===== config.mk =====
export PLATFORM = sky130hd
export DESIGN_NAME = ch_tap_reader
export DESIGN_NICKNAME = d
export VERILOG_FILES = /design/src/rtl/ch_tap_reader_pkg.sv /design/src/rtl/ch_tap_mux.sv /design/src/rtl/ch_tap_reader.sv
export SDC_FILE = /design/constraint.sdc
export NUM_CORES = 1
export LEC_CHECK = 0
export CAP_MARGIN = 10
export CELL_PAD_IN_SITES_DETAIL_PLACEMENT = 1
export CELL_PAD_IN_SITES_GLOBAL_PLACEMENT = 2
export CORE_MARGIN = 2
export CORE_UTILIZATION = 37
export CTS_BUF_LIST = sky130_fd_sc_hd__clkbuf_8
export DETAILED_ROUTE_END_ITERATION = 6
export PLACE_DENSITY = 0.9
export SLEW_MARGIN = 40
export SYNTH_ARGS = -nofsm -noshare
export SYNTH_HDL_FRONTEND = slang
export SYNTH_SLANG_ARGS = --single-unit
export TNS_END_PERCENT = 30

===== constraint.sdc =====
create_clock -name clk_clk -period 3.74 [get_ports clk_clk]
set_input_delay 0.748 -clock clk_clk [delete_from_list [all_inputs] [get_ports clk_clk]]
set_output_delay 0.748 -clock clk_clk [all_outputs]
set_load 0.01 [all_outputs]

===== src/rtl/ch_tap_reader_pkg.sv =====
// Shared sound package: default channel geometry and tap-reader FSM states,
// also used alongside ch_memory.
package ch_tap_reader_pkg;

  localparam int unsigned SND_N = 20;
  localparam int unsigned SND_L = 10;

  typedef enum logic [1:0] {
    ST_IDLE,
    ST_STREAM,
    ST_DONE
  } tap_state_e;

endpackage


===== src/rtl/ch_tap_mux.sv =====
// Combinational N:1 selector picking one W-bit tap out of a flattened snapshot.
module ch_tap_mux #(
  parameter int unsigned N  = 20,
  parameter int unsigned W  = 11,
  parameter int unsigned IW = 5
) (
  input  logic [N*W-1:0] taps,
  input  logic [IW-1:0]  sel,
  output logic [W-1:0]   data
);

  always_comb begin
    data = '0;
    for (int unsigned i = 0; i < N; i++) begin
      if (sel == IW'(i)) begin
        data = taps[i*W +: W];
      end
    end
  end

endmodule


===== src/rtl/ch_tap_reader.sv =====
// Snapshots the channel delay line on start and streams every tap out over a
// valid/ready handshake, oldest-first or newest-first.
module ch_tap_reader
  import ch_tap_reader_pkg::*;
#(
  parameter int unsigned N            = SND_N,
  parameter int unsigned L            = SND_L,
  parameter bit          OLDEST_FIRST = 1'b1,
  localparam int unsigned W           = L + 1,
  localparam int unsigned IW          = (N > 1) ? $clog2(N) : 1
) (
  input  logic           clk_clk,
  input  logic           reset_n,
  input  logic [N*W-1:0] tap_bus,
  input  logic           start,
  output logic [W-1:0]   out_data,
  output logic [IW-1:0]  out_idx,
  output logic           out_valid,
  input  logic           out_ready,
  output logic           out_last,
  output logic           busy,
  output logic           done
);

  localparam logic [IW-1:0] FIRST_IDX = OLDEST_FIRST ? IW'(N - 1) : '0;
  localparam logic [IW-1:0] FINAL_IDX = OLDEST_FIRST ? '0 : IW'(N - 1);

  tap_state_e     state_q, state_d;
  logic [N*W-1:0] snap_q, snap_d;
  logic [IW-1:0]  idx_q, idx_d;
  logic           valid_q, valid_d;
  logic           last_q, last_d;
  logic           busy_q, busy_d;
  logic           done_q, done_d;

  always_comb begin
    state_d = state_q;
    snap_d  = snap_q;
    idx_d   = idx_q;
    valid_d = valid_q;
    last_d  = last_q;
    busy_d  = busy_q;
    done_d  = 1'b0;
    case (state_q)
      ST_IDLE: begin
        if (start) begin
          snap_d  = tap_bus;
          idx_d   = FIRST_IDX;
          valid_d = 1'b1;
          last_d  = (FIRST_IDX == FINAL_IDX);
          busy_d  = 1'b1;
          state_d = ST_STREAM;
        end
      end
      ST_STREAM: begin
        if (valid_q && out_ready) begin
          if (idx_q == FINAL_IDX) begin
            valid_d = 1'b0;
            last_d  = 1'b0;
            done_d  = 1'b1;
            state_d = ST_DONE;
          end else begin
            idx_d  = OLDEST_FIRST ? idx_q - 1'b1 : idx_q + 1'b1;
            last_d = (idx_d == FINAL_IDX);
          end
        end
      end
      // busy stays high through the done cycle and drops on the way back to idle
      ST_DONE: begin
        busy_d  = 1'b0;
        state_d = ST_IDLE;
      end
      default: begin
        state_d = ST_IDLE;
      end
    endcase
  end

  always_ff @(posedge clk_clk or negedge reset_n) begin
    if (!reset_n) begin
      state_q <= ST_IDLE;
      snap_q  <= '0;
      idx_q   <= '0;
      valid_q <= 1'b0;
      last_q  <= 1'b0;
      busy_q  <= 1'b0;
      done_q  <= 1'b0;
    end else begin
      state_q <= state_d;
      snap_q  <= snap_d;
      idx_q   <= idx_d;
      valid_q <= valid_d;
      last_q  <= last_d;
      busy_q  <= busy_d;
      done_q  <= done_d;
    end
  end

  ch_tap_mux #(
    .N (N),
    .W (W),
    .IW(IW)
  ) u_tap_mux (
    .taps(snap_q),
    .sel (idx_q),
    .data(out_data)
  );

  assign out_idx   = idx_q;
  assign out_valid = valid_q;
  assign out_last  = last_q;
  assign busy      = busy_q;
  assign done      = done_q;

endmodule


; Word-level counts from Yosys, hierarchy flattened
; Index checks and enable logic that the tools add are counted.
[word_totals]
reg_bits = 231
latchBits = 0
mem_bits_rw = 0
rom_bits = 0
inputBits = 224
output_inout_bits = 20
word_cells = 85
mem_count = 0
[op_classes]
add_sub_neg = 1
n_mul = 0
div = 0
magnitude_cmp = 0
n_eq_ne = 25
n_shift = 0
n_mux = 40
bitwise = 0
n_reduce_logical = 12
[op_table]
columns = operator, n
row1 = 11-bit two-way mux, 20
row2 = 5-bit by 4-bit equality test with 1-bit output (second input constant), 8
row3 = 5-bit by 3-bit equality test with 1-bit output (second input constant), 4
row4 = 5-bit equality test (second input constant), 4
row5 = 5-bit two-way mux, 3
row6 = 5-bit by 2-bit equality test with 1-bit output (second input constant), 2
row7 = 5-bit zero test, 2
row8 = 5-bit one-hot mux with 2 select lines, 1
row9 = 1-bit two-way mux, 9
row10 = 2-bit != test (second input constant), 4
row11 = 4-bit AND reduction, 2
row12 = 2-bit two-way mux, 3
row13 = 1-bit one-hot mux with 2 select lines, 3
row14 = 3-bit AND reduction, 2
row15 = 5-bit by 1-bit equality test with 1-bit output (second input constant), 1
row16 = 5-bit by 1-bit subtractor with 5-bit output (second input constant), 1
row17 = 2-bit one-hot mux with 2 select lines, 1
row18 = 2-bit AND reduction, 2
row19 = 2-bit nonzero test, 2
row20 = 2-bit by 1-bit equality test with 1-bit output (second input constant), 1
row21 = 2-bit equality test (second input constant), 1
row22 = 2-bit zero test, 1
row23 = 1-bit logical AND, 1

; Longest topological paths before layout
; Gate-level depths: netlist of run 1.
[depth]
word_depth = 21
depth_mapped = 11
mapped_depth_nobuf = 8

; By module
; Synthesis of run 1 repeated with hierarchy kept, for this count alone.
[unflattened]
cells_unflattened = 909
hier_area_um2 = 11168.2
[by_module_without_submodules]
columns = module, instances, cells_each, area_per_inst_um2, seq_area_each_um2
row1 = ch_tap_reader, 1, 529, 8773.4, 5780.5
row2 = ch_tap_mux, 1, 380, 2394.8, 0.0

; Least setup slack after synthesis of run 1
; No wires, ideal clock.
[synth_timing]
kind = reg2out
startpoint = register idx_q[0], in the netlist out_idx[0]
endpoint = output out_data[1]
arrival_time_ns = 2.187
required_ns = 2.992
slack_ns = 0.805
path_stages_with_launch = 10
n_path_buf = 2
path_cell_list = dfrtp_1 inv_1 ha_1 clkbuf_1 clkbuf_1 nand4_1 o221ai_1 a311oi_1 o31ai_1 a21oi_1
[synth_between]
elab_chain_len = 21
elab_cells_between_ends = 40
cone_classes = eq/ne (19) / mux (20) / reduce/logical (1)
[synth_rtl]
columns = element, line
row1 = start: declaration, ch_tap_reader.sv:30  ; logic [IW-1:0] idx_q, idx_d;
row2 = start signal: assignment, ch_tap_reader.sv:91  ; idx_q <= idx_d;
row3 = 5-bit zero test, ch_tap_mux.sv:15  ; if (sel == IW'(i)) begin
row4 = 11-bit two-way mux (19 in series), ch_tap_mux.sv:15
row5 = 11-bit two-way mux (*), ch_tap_mux.sv:15
row6 = end: declaration, ch_tap_reader.sv:16  ; output logic [W-1:0] out_data,
; Mark *: on every way between the ends. The rest lies on a longest branch, timed or not.

; Worst setup path in the final report of run 1
[layout_timing]
startpoint = register idx_q[0], in the netlist out_idx[0]
endpoint = output out_data[8]
; The elaborated chain is that of the path after synthesis.

==> results of run 1 <==
-- cell usage after synthesis (3+ instances only) --
master     count  area, um2
and2_1         4       25.0
nor3_1        16       80.1
o21ai_1        5       25.0
nand4bb_1      8       90.1
a21o_1         5       37.5
buf_6          4       45.0
clkbuf_1      30        113
inv_1         15       56.3
o32a_1         3       30.0
nor4b_2        3       45.0
buf_2         33        165
a22o_1         3       26.3
o21ai_0       46        230
o31ai_1        5       37.5
nor3b_1        4       30.0
o221ai_1       9       78.8
a221oi_1      21        184
nand2b_1       5       31.3
nor4_1         7       43.8
mux2_2       213       2400
and4bb_2       4       50.1
o22ai_1       15       93.8
ha_1           5       62.6
o21a_1         3       22.5
a221o_1        3       30.0
nor2b_1       18        113
a21oi_1       47        235
buf_4          3       22.5
nor4b_1        5       43.8
nand3_1        9       45.0
dfrtp_1      231       5780
o211ai_1       5       37.5
or3_1          3       18.8
nor2_1        48        180
a211o_1        6       52.6
a22oi_1       13       97.6
a211oi_1       6       45.0
nand2_1       56        210
and3_1         6       37.5
a31oi_1        8       50.1
-- registers in the layout, summed over array words and instances (netlist names) --
name / count
out_idx: 5
out_last: 1
state_q: 2
out_valid: 1
snap_q: 220
busy: 1
done: 1
-- critical path, cell delays in order, from the launching register on --
cell and delay [ps]:
dfrtp_2 450, buf_4 170, ha_4 170, buf_12 140, and4bb_2 250, buf_6 130, buf_4 150, a221oi_2 240
o221ai_1 140, o211ai_1 440, a21oi_2 110, buf_2 160
-- power by group through the flow --
stage,clock [mW],sequential [mW],combinational [mW]
5_1_grt,2.70,4.92,5.91
2_1_floorplan,0,4.26,3.16
3_5_place_dp,0,4.76,5.22
4_1_cts,2.58,4.77,5.42
3_3_place_gp,0,4.71,5.05
6_report,2.54,4.80,5.54
-- layout make-up --
cell class	count	area (um2)
inverters	15	65.1
clock buffers	52	716
fillers	3200	14200
clock inverters	21	166
well taps	396	495
flip-flops and latches	231	5790
multi-input cells	662	5570
repair buffers	361	3470
-- per-stage QoR --
stage	instance area [um2]	TNS [ps]	std cells
2_1_floorplan	11400	0	980
3_3_place_gp	15000	-112	1651
3_5_place_dp	15000	-299	1651
4_1_cts	16200	-300	1733
5_1_grt	16300	-1140	1738
6_report	16300	-593	1738
-- final timing paths --
path / startpoint / end / slack, ps / cells past startpoint
setup / recovery: out_idx[0]$_DFFE_PN0P_ / out_data[8] / -120 / 11
hold / removal: reset_n / snap_q[173]$_DFFE_PN0P_ / 170 / 1
setup reg to reg: out_idx[4]$_DFFE_PN0P_ / out_idx[3]$_DFFE_PN0P_ / 1430 / 8
hold reg to reg: snap_q[110]$_DFFE_PN0P_ / snap_q[110]$_DFFE_PN0P_ / 500 / 1
max in group asynchronous: reset_n / out_idx[2]$_DFFE_PN0P_ / 2640 / 2
min in group clk_clk: snap_q[110]$_DFFE_PN0P_ / snap_q[110]$_DFFE_PN0P_ / 500 / 1
-- repair_timing --
item,CTS,global route
hold buffers,0,0
endpoints found under the setup margin,11,11
gates cloned,1,0
pin swaps,23,13
gates resized for setup,96,18
setup buffers,8,5
-- per-layer routing --
| metal | routed length, um | global-route usage |
|---|---|---|
| met5 | 0 | 0 |
| met2 | 21300 | 0.446 |
| met4 | 1800 | 0.108 |
| met1 | 17300 | 0.324 |
| met3 | 2280 | 0.0488 |
-- kinds of logic (layout without fill, tap and decap cells) --
family / Yosys count / count (layout) / share of synthesized area
AOI/OAI and AO/OA: 220 / 220 / 0.131
xor gates and xnor gates: 1 / 1 / 0.000765
adders and majority gates: 5 / 5 / 0.00547
buffers and inverters: 87 / 449 / 0.0358
DFF: 231 / 231 / 0.505
muxes: 214 / 214 / 0.210
and+or+nand+nor: 222 / 222 / 0.111
==> results.toml, run 1 <==
[run_status]
status = "finished, violations left"
violations = "setup timing"

[power_and_ir_drop]
switching_share = 0.368
seq_power_share = 0.373
p_int_mw = 8.14
peakVddDrop_uv = 316
finalPower_mw = 12.9
p_per_area_mw_per_mm2 = 791
power_frac_comb = 0.430
switchingPower_mw = 4.74
power_frac_clock = 0.197
leakage_nw = 6.61

[global_route]
antenna_found_initial = 0
grt_overflow = 0
grt_pass1_vias = 10900
grt.total_usage = 0.261
grt_pass1_wl_mm = 65.2
grt_max_degree = 127

[finish]
nNetsFinal = 1543
area_growth_pct = 42.1
final_common_cell = "clkdlybuf4s50_1"
layout_common_cells = "231 x clkdlybuf4s50_1, 228 x dfrtp_1, 213 x mux2_2, 101 x buf_4, 56 x nand2_1"
final_core_util = 0.533
layout-drive-gt1-share = 0.353
antenna_cells = 0

[timing]
drv_slew = 0
worstMarginPinSlew_ps = 698
rsz0062_at_grt = "yes"
min_period_ps = 3860
hold_ws_ps = 169
hold_viol_final = 0
clock.fmax_mhz = 259
finalSetupViolCount = 9
setup_ws_ps = -119
maxSlewHeadroom = 0.535
skew_ps = 28.3
min_period_over_period = 1.03

[place]
gp_congestion = 0.917
place_ws_ps = -188
dp_hpwl_mm = 31.6
numPortBuffers = 243

[route]
wl_mm = 42.7
viasPerCell = 5.59
vias = 9713
dr.pass1.iters = 5
drc_errors = 0
drt_iter0_markers = 725
ant_nets = 0
wire_per_inst_um = 24.6

[die]
initial_core_util = 0.375
core_mm2 = 0.0305
ioPinCount = 244
die_w_um = 180
die_h_um = 180
row_count = 64
die_area_mm2 = 0.0324

[logic_synthesis]
yosysSeqAreaShare = 0.505
synthArstFlopShare = 1.00
syn_nets = 1209
avgSynthCellArea_um2 = 11.7
netlist_area_mm2 = 0.0114
ys_types = 75
synth-edff-count = 0
synth_cells = 980
yosys_warnings = 0
ys_ff_latch = 231
synth_flop_cell = "dfrtp_1"

[clock_tree]
cts_buffers = 43
cts_tree = "done"
clk_pin_slew_ps = 60
htreeDepth = 2
clk_latency_ps = 570
cts_root_buf = "clkbuf_8"
cts.sinks = 231
cts_buffer_depth = 3

[setup_path]
crit_type = "register to output pin"
crit_arrival_ps = 3110
startpoint_type = "register"
cp.required_ps = 2990
end_kind = "output pin"
path_max_fanout = 8

[run]
cap_violations = 0

[hold_path]
hold_class = "input port to asynchronous set/reset pin"
Power figures use the tool's default switching activity.
==> inputs of run 2 (changes only) <==
- RECOVER_POWER: unset -> 50
- SKIP_LAST_GASP: unset -> 1
- SLEW_MARGIN: 40 -> unset
==> run 2 against run 1 <==
Against the previous run:
- clock skew fell by 15 ps
- the flow finishes with violations (capacitance limit, slew limit, setup timing)
- die area did not move
- sequential share of layout area rose by 0.15 points
- via count barely moved
- wire length rose by 0.22%
- highest routed layer unchanged
- worst setup slack improved by 14 ps
- utilization fell by 0.21 points
- clock-buffer cell count fell by 5
- fmax rose by 0.36%
- critical path depth fell by 3
==> results.toml, run 2 (synthesis results as in run 1) <==
[clock_tree]
cts_root_buf = "clkbuf_8"
cts_buffers = 42
cts_buffer_depth = 3
cts.sinks = 231
clk_latency_ps = 550
htreeDepth = 2
cts_tree = "done"
clk_pin_slew_ps = 60

[finish]
final_cell_area_mm2 = 0.0162
final_common_cell = "clkdlybuf4s50_1"
largest-register = "snap_q"
largest_reg_flops = 220
layout_common_cells = "230 x clkdlybuf4s50_1, 227 x dfrtp_1, 213 x mux2_2, 99 x buf_4, 56 x nand2_1"
layout-drive-gt1-share = 0.348
final_core_util = 0.531
area_growth_pct = 41.6
nFillCells = 3213
nNetsFinal = 1542
antenna_cells = 0

[global_route]
grt_overflow = 0
grt_pass1_vias = 10900
grt_pass1_wl_mm = 65.2
grt.total_usage = 0.260
grt_max_degree = 127
antenna_found_initial = 0

[die]
die_h_um = 180
die_w_um = 180
initial_core_util = 0.375
ioPinCount = 244
die_area_mm2 = 0.0324
core_mm2 = 0.0305
row_count = 64

[timing]
setup_ws_ps = -105
clock.fmax_mhz = 260
worstMarginPinSlew_ps = 2120
drv_slew = 83
skew_ps = 13.3
min_period_over_period = 1.03
maxSlewHeadroom = -0.414
finalSetupViolCount = 9
min_period_ps = 3850
hold_viol_final = 0
rsz0062_at_grt = "yes"

[place]
placed_cell_area_mm2 = 0.0150
numPortBuffers = 243
gp_congestion = 0.917
dp_hpwl_mm = 31.6

[setup_path]
crit_type = "register to output pin"
crit_arrival_ps = 3100
path_max_fanout = 10
cp.required_ps = 2990
end_kind = "output pin"
startpoint_type = "register"

[route]
wire_per_inst_um = 24.6
viasPerCell = 5.60
drt_iter0_markers = 710
drc_errors = 0
vias = 9722
ant_nets = 0
wl_mm = 42.8
dr.pass1.iters = 4

[power_and_ir_drop]
peakVddDrop_uv = 319
p_int_mw = 8.04
p_per_area_mw_per_mm2 = 788
finalPower_mw = 12.8
switchingPower_mw = 4.73
leakage_nw = 6.60
switching_share = 0.371
seq_power_share = 0.377
power_frac_comb = 0.434
power_frac_clock = 0.189

[run_status]
status = "finished, violations left"
violations = "capacitance limit, slew limit, setup timing"

[hold_path]
hold_class = "register to register"

[run]
cap_violations = 1
-- run 2: cell count changes in the layout (fill, tap and decap cells not counted), sizes merged --
cell	delta
clkinvlp	+1
bufbuf	+1
dlygate4sd2	-1
buf	-5
clkdlybuf4s50	-1
inv	+3
dlygate4sd3	+1
-- run 2: per-layer routing --
layer,vias up,track usage,part of all wire
met5,-,0,0
met4,0,0.0982,0.039
met3,101,0.0478,0.056
met2,373,0.444,0.49
met1,4933,0.330,0.41
li1,4315,-,-
-- run 2: timing repair --
action / 4_1_cts / 5_1_grt
pin swaps: 21 / 2
gates resized for setup: 93 / 16
hold buffers: 0 / 0
setup endpoints to repair: 11 / 11
cloned: 1 / 1
setup buffers: 6 / 6
-- run 2: layout make-up --
type / count / area, um2 / share of cell area
Clock buffer: 47 / 647 / 0.0399
Clock inverter: 25 / 179 / 0.0110
Multi-Input combinational cell: 662 / 5560 / 0.343
Tap cell: 396 / 495 / 0.0306
Timing Repair Buffer: 361 / 3480 / 0.214
Sequential cell: 231 / 5790 / 0.357
Inverter: 15 / 62.6 / 0.00386
-- run 2: metrics by stage --
stage	hold WS, ps	setup TNS (ps)	instances	setup slack (ps)
finish	502	-654	1737	-105
global route	529	-1330	1737	-154
CTS	204	-609	1730	-79.8
detailed placement	491	-277	1651	-165
global placement	490	-112	1651	-104
floorplan	452	0	980	805
-- run 2: worst paths after layout --
kind,from,endpoint,slack (ps),cells past startpoint
max in group asynchronous,reset_n,out_idx[2]$_DFFE_PN0P_,670,2
worst min register to register,snap_q[110]$_DFFE_PN0P_,snap_q[110]$_DFFE_PN0P_,500,1
worst max-delay path,out_idx[4]$_DFFE_PN0P_,out_data[9],-110,8
worst min-delay path,snap_q[110]$_DFFE_PN0P_,snap_q[110]$_DFFE_PN0P_,500,1
worst max register to register,out_idx[4]$_DFFE_PN0P_,out_idx[4]$_DFFE_PN0P_,1200,9
min in group asynchronous,reset_n,snap_q[175]$_DFFE_PN0P_,770,1
-- run 2: power groups by stage --
stage | Clock (mW) | Sequential, mW | Combinational, mW
final | 2.41 | 4.81 | 5.55
after global routing | 2.59 | 4.93 | 5.92
after CTS | 2.47 | 4.77 | 5.41
after detailed placement | 0 | 4.76 | 5.21
after global placement | 0 | 4.71 | 5.05
after floorplan | 0 | 4.26 | 3.16
-- run 2: worst max-delay path, stage by stage, from the launching register on --
cell,delay [ps]
dfrtp_2,470
clkbuf_16,190
or4_4,580
buf_6,160
o32a_1,380
o32ai_2,280
a21oi_2,80
a21oi_2,230
buf_2,170
